## config.mk

```make
export PLATFORM = sky130hd
export DESIGN_NAME = rrf_dispatch_ctrl
export DESIGN_NICKNAME = d
export VERILOG_FILES = /design/src/rtl/rrf_dispatch_ctrl_pkg.sv /design/src/rtl/rrf_dispatch_ctrl_hold.sv /design/src/rtl/rrf_dispatch_ctrl.sv
export SDC_FILE = /design/constraint.sdc
export NUM_CORES = 1
export LEC_CHECK = 0
export CAP_MARGIN = 20
export CORE_ASPECT_RATIO = 1.5
export CORE_MARGIN = 1
export CORE_UTILIZATION = 40
export DETAILED_ROUTE_END_ITERATION = 6
export GPL_TIMING_DRIVEN = 0
export PLACE_DENSITY = 0.83
export SYNTH_ARGS = -nofsm -noshare
export SYNTH_HDL_FRONTEND = slang
export SYNTH_HIERARCHICAL = 1
export SYNTH_SLANG_ARGS = --single-unit
```

## constraint.sdc

```tcl
create_clock -name clk -period 3.18 [get_ports clk]
set_input_delay 0.636 -clock clk [delete_from_list [all_inputs] [get_ports clk]]
set_output_delay 0.636 -clock clk [all_outputs]
set_load 0.03 [all_outputs]
```

## src/rtl/rrf_dispatch_ctrl_pkg.sv

```systemverilog
// Shared constants and state encodings for the RRF dispatch controller.
package rrf_dispatch_ctrl_pkg;

    localparam int RRF_SEL         = 6;
    localparam int RRF_NUM         = 2 ** RRF_SEL;
    localparam int RECOVER_CYC_DEF = 2;

    typedef enum logic [1:0] {
        ST_RUN     = 2'd0,
        ST_HOLD    = 2'd1,
        ST_RECOVER = 2'd2
    } state_t;

endpackage

```

## src/rtl/rrf_dispatch_ctrl_hold.sv

```systemverilog
// Single-entry buffer for a rename request pair {valid, inv1, inv2}.
// Clear wins over load so a flush always empties the entry.
module rrf_pair_hold
    import rrf_dispatch_ctrl_pkg::*;
(
    input  logic clk,
    input  logic reset,
    input  logic load,
    input  logic clear,
    input  logic load_inv1,
    input  logic load_inv2,
    output logic held_valid,
    output logic held_inv1,
    output logic held_inv2
);

    always_ff @(posedge clk) begin
        if (!reset || clear) begin
            held_valid <= 1'b0;
            held_inv1  <= 1'b1;
            held_inv2  <= 1'b1;
        end else if (load) begin
            held_valid <= 1'b1;
            held_inv1  <= load_inv1;
            held_inv2  <= load_inv2;
        end
    end

endmodule

```

## src/rtl/rrf_dispatch_ctrl.sv

```systemverilog
// Rename-register dispatch controller between decode and the RRF free list.
// Optional feature: define RRF_DISPATCH_STALLCNT_EN for a saturating stall counter.
module rrf_dispatch_ctrl
    import rrf_dispatch_ctrl_pkg::*;
#(
    parameter int RECOVER_CYC = RECOVER_CYC_DEF
) (
    input  logic               clk,
    input  logic               reset,
    input  logic               dec_valid,
    input  logic               dec_inv1,
    input  logic               dec_inv2,
    output logic               dec_ready,
    input  logic               prmiss,
    input  logic               fl_allocatable,
    input  logic [RRF_SEL-1:0] fl_dst1,
    input  logic [RRF_SEL-1:0] fl_dst2,
    output logic               fl_invalid1,
    output logic               fl_invalid2,
    output logic               fl_stall,
    output logic               dp_valid,
    output logic               dp_inv1,
    output logic               dp_inv2,
    output logic [RRF_SEL-1:0] dp_dst1,
    output logic [RRF_SEL-1:0] dp_dst2,
`ifdef RRF_DISPATCH_STALLCNT_EN
    input  logic               stall_cnt_clr,
    output logic [15:0]        stall_cnt,
`endif
    output logic               busy
);

    localparam logic [2:0] RECOVER_LOAD = 3'(RECOVER_CYC - 1);

    state_t     state;
    logic [2:0] recover_cnt;

    logic held_valid, held_inv1, held_inv2;
    logic present_valid, present_inv1, present_inv2;
    logic fire, hold_load, hold_clear;

    // The free list sees either the live decode pair or the buffered one.
    always_comb begin
        present_valid = 1'b0;
        present_inv1  = 1'b1;
        present_inv2  = 1'b1;
        case (state)
            ST_RUN: begin
                present_valid = dec_valid;
                present_inv1  = dec_inv1;
                present_inv2  = dec_inv2;
            end
            ST_HOLD: begin
                present_valid = held_valid;
                present_inv1  = held_inv1;
                present_inv2  = held_inv2;
            end
            default: ;
        endcase
    end

    assign fl_invalid1 = ~present_valid | present_inv1;
    assign fl_invalid2 = ~present_valid | present_inv2;
    assign fl_stall    = present_valid & ~fl_allocatable & ~prmiss;
    assign fire        = present_valid & fl_allocatable & ~prmiss & (state != ST_RECOVER);
    assign dec_ready   = (state == ST_RUN) & ~prmiss;
    assign busy        = (state != ST_RUN);

    assign hold_load  = dec_valid & dec_ready & ~fire;
    assign hold_clear = prmiss | ((state == ST_HOLD) & fire);

    rrf_pair_hold u_hold (
        .clk        (clk),
        .reset      (reset),
        .load       (hold_load),
        .clear      (hold_clear),
        .load_inv1  (dec_inv1),
        .load_inv2  (dec_inv2),
        .held_valid (held_valid),
        .held_inv1  (held_inv1),
        .held_inv2  (held_inv2)
    );

    // prmiss overrides everything else and restarts the blackout window.
    always_ff @(posedge clk) begin
        if (!reset) begin
            state       <= ST_RUN;
            recover_cnt <= 3'd0;
            dp_valid    <= 1'b0;
            dp_inv1     <= 1'b1;
            dp_inv2     <= 1'b1;
            dp_dst1     <= '0;
            dp_dst2     <= '0;
        end else begin
            dp_valid <= fire;
            if (fire) begin
                dp_inv1 <= present_inv1;
                dp_inv2 <= present_inv2;
                dp_dst1 <= fl_dst1;
                dp_dst2 <= fl_dst2;
            end
            if (prmiss) begin
                state       <= ST_RECOVER;
                recover_cnt <= RECOVER_LOAD;
            end else begin
                case (state)
                    ST_RUN: begin
                        if (hold_load)
                            state <= ST_HOLD;
                    end
                    ST_HOLD: begin
                        if (fire)
                            state <= ST_RUN;
                    end
                    ST_RECOVER: begin
                        if (recover_cnt == 3'd0)
                            state <= ST_RUN;
                        else
                            recover_cnt <= recover_cnt - 3'd1;
                    end
                    default: state <= ST_RUN;
                endcase
            end
        end
    end

`ifdef RRF_DISPATCH_STALLCNT_EN
    always_ff @(posedge clk) begin
        if (!reset || stall_cnt_clr)
            stall_cnt <= 16'd0;
        else if (fl_stall && stall_cnt != 16'hFFFF)
            stall_cnt <= stall_cnt + 16'd1;
    end
`endif

endmodule

```

# [Word level (Yosys, flattened, before mapping)]
# Index checks and enable logic that the tools add are counted.
[op_classes] eq_ne=10 muxes=11 n_reduce_logical=11 bitwise=18 add_sub_neg=1
[ops] op="2-bit inequality test (second input constant)" count=5
[ops] op="1-bit bitwise AND" count=9
[ops] op="3-bit inequality test (second input constant)" count=3
[ops] op="2-bit two-way mux" count=4
[ops] op="1-bit inverter" count=6
[ops] op="1-bit one-hot mux with 2 select lines" count=3
[ops] op="2-bit one-hot mux with 3 select lines" count=1
[ops] op="3-bit AND reduction" count=2
[ops] op="2-bit AND reduction" count=2
[ops] op="2-bit nonzero test" count=2
[ops] op="3-bit zero test" count=1
[ops] op="1-bit two-way mux" count=3
[ops] op="1-bit OR" count=3
[ops] op="3-bit by 1-bit subtractor with 3-bit output (second input constant)" count=1
[ops] op="2-bit by 1-bit equality test with 1-bit output (second input constant)" count=1
[ops] op="2-bit equality test (second input constant)" count=1
[ops] op="2-bit zero test" count=1
[ops] op="2-bit OR reduction" count=1
[ops] op="1-bit zero test" count=1
[ops] op="1-bit logical OR" count=1
[word_totals] elab_cells=63 output_inout_bits=20 ff_bits=23 inputBits=19

# [Logic depth before layout (Yosys ltp)]
# Gate-level depths: netlist (run 1).
[depth] depth_word=10 depth_mapped=8 depth_no_buf=5

# [Cells and area by module]
# Netlist (run 1), hierarchy kept.
[by_module_without_submodules] module="rrf_dispatch_ctrl" cells_per_inst=109 seq_area_each_um2=400.4 area_each_um2=985.9 n_inst=1
[by_module_without_submodules] module="rrf_pair_hold" cells_per_inst=9 seq_area_each_um2=60.1 area_each_um2=103.8 n_inst=1

# [Worst setup path before layout (run 1)]
# Ideal clock, no wire load.
[synth_timing] kind="in2out" from="in prmiss" to="out fl_stall" n_path_buf=1 required_ns=2.544 stages=2 arrival_time_ns=1.805 setup_slack_ns=0.739 cell_sequence="clkbuf_1 -> nor4_1"
[synth_via] elab_chain_cells=2
[synth_lines] element="from (decl)" line="rrf_dispatch_ctrl.sv:14" text="input logic prmiss,"
[synth_lines] element="1-bit inverter" line="rrf_dispatch_ctrl.sv:64" text="assign fl_stall = present_valid & ~fl_allocatable & ~prmiss;"
[synth_lines] element="1-bit bitwise AND" line="rrf_dispatch_ctrl.sv:64"
[synth_lines] element="to (decl)" line="rrf_dispatch_ctrl.sv:20" text="output logic fl_stall,"
# No other way between the ends.

# [Final worst setup path (run 1)]
[layout_timing] from="in dec_valid" to="out fl_stall"
[layout_via] elab_chain_cells=3
[layout_lines] element="from (decl)" line="rrf_dispatch_ctrl.sv:10" text="input logic dec_valid,"
[layout_lines] element="1-bit one-hot mux with 2 select lines" line="rrf_dispatch_ctrl.sv:47" text="case (state)"
[layout_lines] element="1-bit bitwise AND (2 in series)" line="rrf_dispatch_ctrl.sv:64"
# No other way between the ends.

==> qor.yml, run 1 <==
routing:
  firstDrtPassIters: 3
  drt_iter0_drc: 21
  avgViaCountPerCell: 4.826
  remaining_drc_errors: 0
  drt-total-wl_um: 2368
  avgRoutedWirePerCell_um: 12.14
  num_vias: 941
  antenna_left: 0
clock_tree:
  clkLatencyLatePin_ns: 0.31
  clk_pin_slew_ns: 0.11
  cts_tree: "yes"
  ctsRootBufferMaster: "clkbuf_4"
  cts_resized: 0
  clock-sinks: 23
  cts_max_path_buffers: 2
  cts_setup_buffers: 0
  cts_buffers: 3
  hold_buffers: 0
  cts_max_level: 1
timing:
  post-route-period-util: 0.8761
  grt_setup_unrepaired: "no"
  worst_pin_slew_ns: 0.4494
  slew_headroom: 0.7004
  worst_slack_ns: 0.3941
  min_period_ns: 2.786
  finalMaxSlewViolations: 0
  max_freq_mhz: 359.0
  finClkSkew_ns: 0.001786
  setup_tns_ns: 0
  hold_violations: 0
  setup_violations: 0
  holdWs_ns: 0.4676
finish:
  multiInputGateArea_um2: 553.0
  nets: 181
  seq_area_um2: 460.4
  fin_util: 0.6114
  synthToLayoutAreaGrowth_pct: 40.53
  fillers: 210
  drive_gt1_frac: 0.08805
  n_antenna_cell: 0
yosys:
  syn_area_per_cell_um2: 9.236
  synth-edff-count: 0
  ys_ff_latch: 23
  synthFlopType: "dfxtp_1"
  async_flop_share: 0
  synthCells: 118
  syn-cell-area_um2: 1090
  syn_nets: 139
  ys_seq_area_frac: 0.4225
  synth_cell_type_count: 31
  yosys_warnings: 6
critical_path:
  cpPeakStageDelay_ns: 0.71
  cp.required_ns: 2.54
  path_cells: "clkdlybuf4s50_1, mux2i_1, nor4_1, clkdlybuf4s50_1"
  critPathLaunchType: "input port"
  critPathSlowestCell: "clkdlybuf4s50_1"
  end_kind: "output pin"
  critical_path_arrival_ns: 2.15
  cpMostUsedCell: "clkdlybuf4s50_1"
  crit_type: "in -> out"
  crit_fanout: 4
  reg2regPathDepth: 8
worst_hold_path:
  holdPathStages: 2
  hold_path.class: "reg -> reg"
floorplan:
  fp.dieH_um: 65.93
  core.rowCount: 22
  initial_core_util: 0.4351
  die_x_um: 44.62
  core-area_um2: 2505
  ios: 39
  dieArea_um2: 2942
global_routing:
  antenna_found_initial: 0
  track_usage: 0.1856
  grt_max_degree: 13
  overflow: 0
  grt_pass1_vias: 933
  grt_first_pass_wirelength_um: 4167
power:
  ir_worst_vdd_mv: 0.3377
  p_per_area_nw_per_um2: 361.8
  p_leak_nw: 0.5696
place:
  portBuffers: 37
  dp_slack_ns: 0.3745
  gp_congestion: 0.8213
  dp_hpwl_um: 1823
run:
  drv_cap: 0
status:
  status: "finished, final reports clean"
[final cells by class]
| type | instances | share of cell area |
|---|---|---|
| inverters | 4 | 0.009804 |
| multi-input cells | 83 | 0.3611 |
| well taps | 36 | 0.02941 |
| plain buffers | 8 | 0.04003 |
| clock buffers | 4 | 0.01716 |
| repair buffers | 37 | 0.2418 |
| flip-flops and latches | 23 | 0.3007 |
[where the power goes]
part,total [mW],switching [mW],leakage [nW],internal [mW]
Combinational,0.120,0.0603,0.368,0.0596
Clock,0.130,0.0811,0.0150,0.0491
Sequential,0.304,0.00662,0.187,0.297
[critical path: cells and delay by family]
kind          cells  cell delay (ns)
buf+inv           2             1.23
simple gates      1             0.18
mux               1             0.10
[layout by cell type, fill, tap and decap left out, types with 2 or more instances in the layout]
master / count
clkdlybuf4s50_1: 37
nand2_1: 30
dfxtp_1: 23
mux2i_1: 17
clkbuf_1: 6
a21oi_1: 5
inv_1: 4
nand2b_1: 4
nor2_1: 3
clkbuf_4: 3
buf_6: 2
a41oi_1: 2
nor2b_1: 2
ha_1: 2
[final timing paths]
path	startpoint	end	slack, ns
max	dec_valid	fl_stall	0.39
min reg2reg	dp_dst1[0]$_SDFFE_PN0P_	dp_dst1[0]$_SDFFE_PN0P_	0.47
max reg2reg	state[0]$_SDFFE_PP0P_	u_hold/held_inv1$_SDFFE_PP1P_	1.33
min	dp_dst1[0]$_SDFFE_PN0P_	dp_dst1[0]$_SDFFE_PN0P_	0.47
[metal layers]
metal  up-vias  track usage  wire length [um]
li1        481            -                 -
met1       426       0.2201               971
met2        29       0.3162              1241
met3         5      0.04645               119
met4         0      0.06439                36
met5         -            0                 0
[synth_stat cells (2+ instances only)]
cell type,instances,area share
dfxtp_1,23,0.42
a41oi_1,2,0.016
clkbuf_1,5,0.017
nor2_1,3,0.010
a21oi_1,5,0.023
ha_1,2,0.023
buf_6,2,0.021
nand2b_1,4,0.023
mux2i_1,17,0.16
inv_1,4,0.014
nand2_1,30,0.10
nor2b_1,2,0.011
[flip-flops by register name, summed over array words and instances (netlist names)]
signal	count
dp_inv2	1
dp_valid	1
state	2
u_hold/held_inv2	1
dp_dst1	6
dp_dst2	6
u_hold/held_inv1	1
recover_cnt	3
dp_inv1	1
u_hold/held_valid	1
[through the flow]
step	power [mW]	cell area (um2)	std cells
floorplan	0.3781	1090	118
global placement	0.4261	1505	191
detailed placement	0.4304	1505	191
CTS	0.5570	1531	195
global route	0.5807	1531	195
finish	0.5542	1531	195
[cells by family (layout without fill, tap and decap cells)]
kind of cell,count (synthesis),after routing,synth area share
multiplexers,18,18,0.1699
AO/OA/AOI/OAI,13,13,0.08612
flip-flops,23,23,0.4225
adder cells (fa/ha/maj),2,2,0.02296
buffers and inverters,12,53,0.07003
AND/OR/NAND/NOR,50,50,0.2285
(Power assumes the default switching activity.)
==> inputs of run 2 (changes only) <==
- ABC_AREA: default -> 1
- ABC_CLOCK_PERIOD_IN_PS: default -> 3180
- PLACE_DENSITY: 0.83 -> 0.81
==> run 2 against run 1 <==
First-iteration DRC count shrank 4.8%. Design area grew 8.0%. Non-clock buffer count shrank 1. Flip-flop and latch count is the same. Sequential power is essentially flat. Cell count grew 30%. Combinational power grew 28%. Synthesized cell count grew 47%. Core utilization shrank 0.64 points. Critical path depth grew 3.
==> qor.yml, run 2 <==
finish:
  seq_area_um2: 460.4  # unchanged
  drive_gt1_frac: 0.09259  # was 0.08805
  top_regs: "dp_dst1: 6 flops, dp_dst2: 6 flops, recover_cnt: 3 flops"  # unchanged
  final_cell_mix: "44 x nand2_1, 38 x clkdlybuf4s50_1, 29 x inv_1"  # was 37 x clkdlybuf4s50_1, 30 x nand2_1, 23 x dfxtp_1
  multiInputGateArea_um2: 548.0  # was 553.0 um2
  mostFrequentLayoutCell: "nand2_1"  # was clkdlybuf4s50_1
  n_antenna_cell: 0  # unchanged
  nets: 238  # was 181
  instances_no_fill: 253  # was 195
  fillers: 263  # was 210
  synthToLayoutAreaGrowth_pct: 40.04  # was 40.53%
floorplan:
  die_x_um: 46.37  # was 44.62 um
  initial_core_util: 0.4320  # was 0.4351
  core.rowCount: 23  # was 22
  dieArea_um2: 3179  # was 2942 um2
  ios: 39  # unchanged
  core-area_um2: 2734  # was 2505 um2
  fp.dieH_um: 68.55  # was 65.93 um
critical_path:
  regToRegStartpoint: "state[0]$_SDFFE_PP0P_"  # unchanged
  crit_type: "in -> out"  # unchanged
  critical_path_arrival_ns: 2.33  # was 2.15 ns
  path_cells: "clkdlybuf4s50_1, nand2_2, nand2_2, buf_4, nand2_1, nor2_1, clkdlybuf4s50_1"  # was clkdlybuf4s50_1, mux2i_1, nor4_1, clkdlybuf4s50_1
  cp-startpoint: "dec_valid"  # unchanged
  cp.required_ns: 2.54  # about the same
  cpPeakStageDelay_ns: 0.68  # was 0.71 ns
  critPathSlowestCell: "clkdlybuf4s50_1"  # unchanged
  end_kind: "output pin"  # unchanged
  crit_fanout: 10  # was 4
  critPathLaunchType: "input port"  # unchanged
place:
  gp_congestion: 0.7906  # was 0.8213
  portBuffers: 38  # was 37
  dp_cells: 249  # was 191
  dp_hpwl_um: 1949  # was 1823 um
power:
  p_per_area_nw_per_um2: 385.3  # was 361.8 nW/um2
  ir_worst_vdd_mv: 0.2546  # was 0.3377 mV
  p_leak_nw: 0.7859  # was 0.5696 nW
  total_power_mw: 0.6373  # was 0.5542 mW
yosys:
  syn_area_per_cell_um2: 6.788  # was 9.236 um2
  yosys_warnings: 6  # unchanged
  ys_seq_area_frac: 0.3898  # was 0.4225
  yosysTopAreaCellShare: 0.3898  # was 0.4225
  yosysTopAreaCell: "dfxtp_1"  # unchanged
  synthCells: 174  # was 118
  synth-edff-count: 0  # unchanged
  synth_most_common_cell: "nand2_1"  # unchanged
  syn_nets: 195  # was 139
  synthFlopType: "dfxtp_1"  # unchanged
  synth_common_cells: "44 x nand2_1, 29 x inv_1, 23 x dfxtp_1, 21 x nor2_1, 19 x nand3_1"  # was 30 x nand2_1, 23 x dfxtp_1, 17 x mux2i_1, 5 x a21oi_1, 5 x clkbuf_1
  ys_ff_latch: 23  # unchanged
  async_flop_share: 0  # unchanged
  synth_area_leaders: "dfxtp_1 39%, nand2_1 14%, inv_1 9.2%, nand3_1 8.1%, nor2_1 6.7%"  # was dfxtp_1 42%, mux2i_1 16%, nand2_1 10%, a21oi_1 2.3%, ha_1 2.3%
  syn-cell-area_um2: 1181  # was 1090 um2
  synth_cell_type_count: 20  # was 31
routing:
  remaining_drc_errors: 0  # unchanged
  drt-total-wl_um: 2551  # was 2368 um
  num_vias: 1132  # was 941
  avgViaCountPerCell: 4.474  # was 4.826
  firstDrtPassIters: 4  # was 3
  drt_iter0_drc: 20  # was 21
  antenna_left: 0  # unchanged
  avgRoutedWirePerCell_um: 10.08  # was 12.14 um
clock_tree:
  hold_buffers: 0  # unchanged
  cts_max_path_buffers: 2  # unchanged
  cts_buffers: 3  # unchanged
  clkLatencyLatePin_ns: 0.26  # was 0.31 ns
  cts_setup_buffers: 0  # unchanged
  cts_resized: 0  # unchanged
  clk_pin_slew_ns: 0.08  # was 0.11 ns
  ctsRootBufferMaster: "clkbuf_8"  # was clkbuf_4
  cts_tree: "yes"  # unchanged
  cts_max_level: 1  # unchanged
  clock-sinks: 23  # unchanged
timing:
  finalMaxSlewViolations: 0  # unchanged
  setup_violations: 0  # unchanged
  setup_tns_ns: 0  # unchanged
  hold_violations: 0  # unchanged
  max_freq_mhz: 337.2  # was 359.0 MHz
  min_period_ns: 2.966  # was 2.786 ns
  post-route-period-util: 0.9326  # was 0.8761
  slew_headroom: 0.7108  # was 0.7004
  worst_pin_slew_ns: 0.4338  # was 0.4494 ns
  finClkSkew_ns: 0.001941  # was 0.001786 ns
  grt_setup_unrepaired: "no"  # unchanged
worst_hold_path:
  holdCritStartpoint: "u_hold/held_inv2$_SDFFE_PP1P_"  # was dp_dst1[0]$_SDFFE_PN0P_
  hold_path.class: "reg -> reg"  # unchanged
global_routing:
  grt_max_degree: 14  # was 13
  track_usage: 0.1831  # was 0.1856
  antenna_found_initial: 0  # unchanged
  grt_pass1_vias: 1066  # was 933
  overflow: 0  # unchanged
  grt_first_pass_wirelength_um: 4312  # was 4167 um
status:
  status: "finished, final reports clean"  # unchanged
run:
  drv_cap: 0  # unchanged
[run 2: changes by cell type after synthesis, sizes merged, moves of 3 or more]
| cell | previous run | this run |
|---|---|---|
| nand3 | 0 | 20 |
| nand2 | 30 | 47 |
| nor2b | 3 | 0 |
| a21oi | 5 | 15 |
| mux2i | 17 | 0 |
| clkbuf | 5 | 1 |
| nor2 | 3 | 26 |
| inv | 4 | 31 |
| nand2b | 4 | 0 |
[run 2: area by class of cell]
class,count,area share
clock inverter,1,0.003026
sequential,23,0.2784
multi-input combinational,114,0.3313
tap,37,0.02799
inverter,31,0.07035
buffer,6,0.03404
clock buffer,3,0.02496
timing repair buffer,38,0.2300
[run 2: worst paths after layout]
path	cells after the start	slack (ns)	end
worst min-delay path	2	0.48	u_hold/held_inv2$_SDFFE_PP1P_
worst min register to register	2	0.48	u_hold/held_inv2$_SDFFE_PP1P_
worst max-delay path	7	0.21	fl_stall
worst max register to register	10	1.71	u_hold/held_inv1$_SDFFE_PP1P_
[run 2: cells by family after synthesis]
kind of cell / after synthesis / synth area share
AOI/OAI and AO/OA: 17 / 0.07202
adders and majority gates: 2 / 0.02118
and+or+nand+nor: 95 / 0.3708
DFF: 23 / 0.3898
buffers and inverters: 37 / 0.1462
[run 2: worst max-delay path: cells and delay by family]
kind / cells / cell delay (ns)
AND/OR/NAND/NOR: 4 / 0.32
buffers and inverters: 3 / 1.37
[run 2: routing by layer]
metal / up-vias / GRT usage / part of all wire
li1: 613 / - / -
met1: 490 / 0.2165 / 0.46
met3: 2 / 0.02604 / 0.036
met2: 27 / 0.3194 / 0.50
met5: - / 0 / 0
met4: 0 / 0.07353 / 0.0067
[run 2: through the flow]
step | cell area [um2] | hold WS, ns | util | worst slack [ns]
floorplan | 1181 | 0.4327 | - | 1.174
global placement | 1608 | 0.4572 | 0.5881 | 0.2527
detailed placement | 1608 | 0.4733 | 0.5881 | 0.2223
CTS | 1654 | 0.4906 | 0.6050 | 0.2122
global route | 1654 | 0.5133 | 0.6050 | 0.1472
finish | 1654 | 0.4835 | 0.6050 | 0.2144
[run 2: power by group]
| group | internal [mW] | total (mW) | switching [mW] |
|---|---|---|---|
| combinational | 0.0688 | 0.154 | 0.0857 |
| sequential | 0.299 | 0.306 | 0.00710 |
| clock | 0.0872 | 0.176 | 0.0893 |
==> inputs of run 3 (changes only) <==
- SKIP_CTS_REPAIR_TIMING: default -> 1
==> results of run 3 <==
No change in the layout: final DEF, timing and power equal those of run 2.
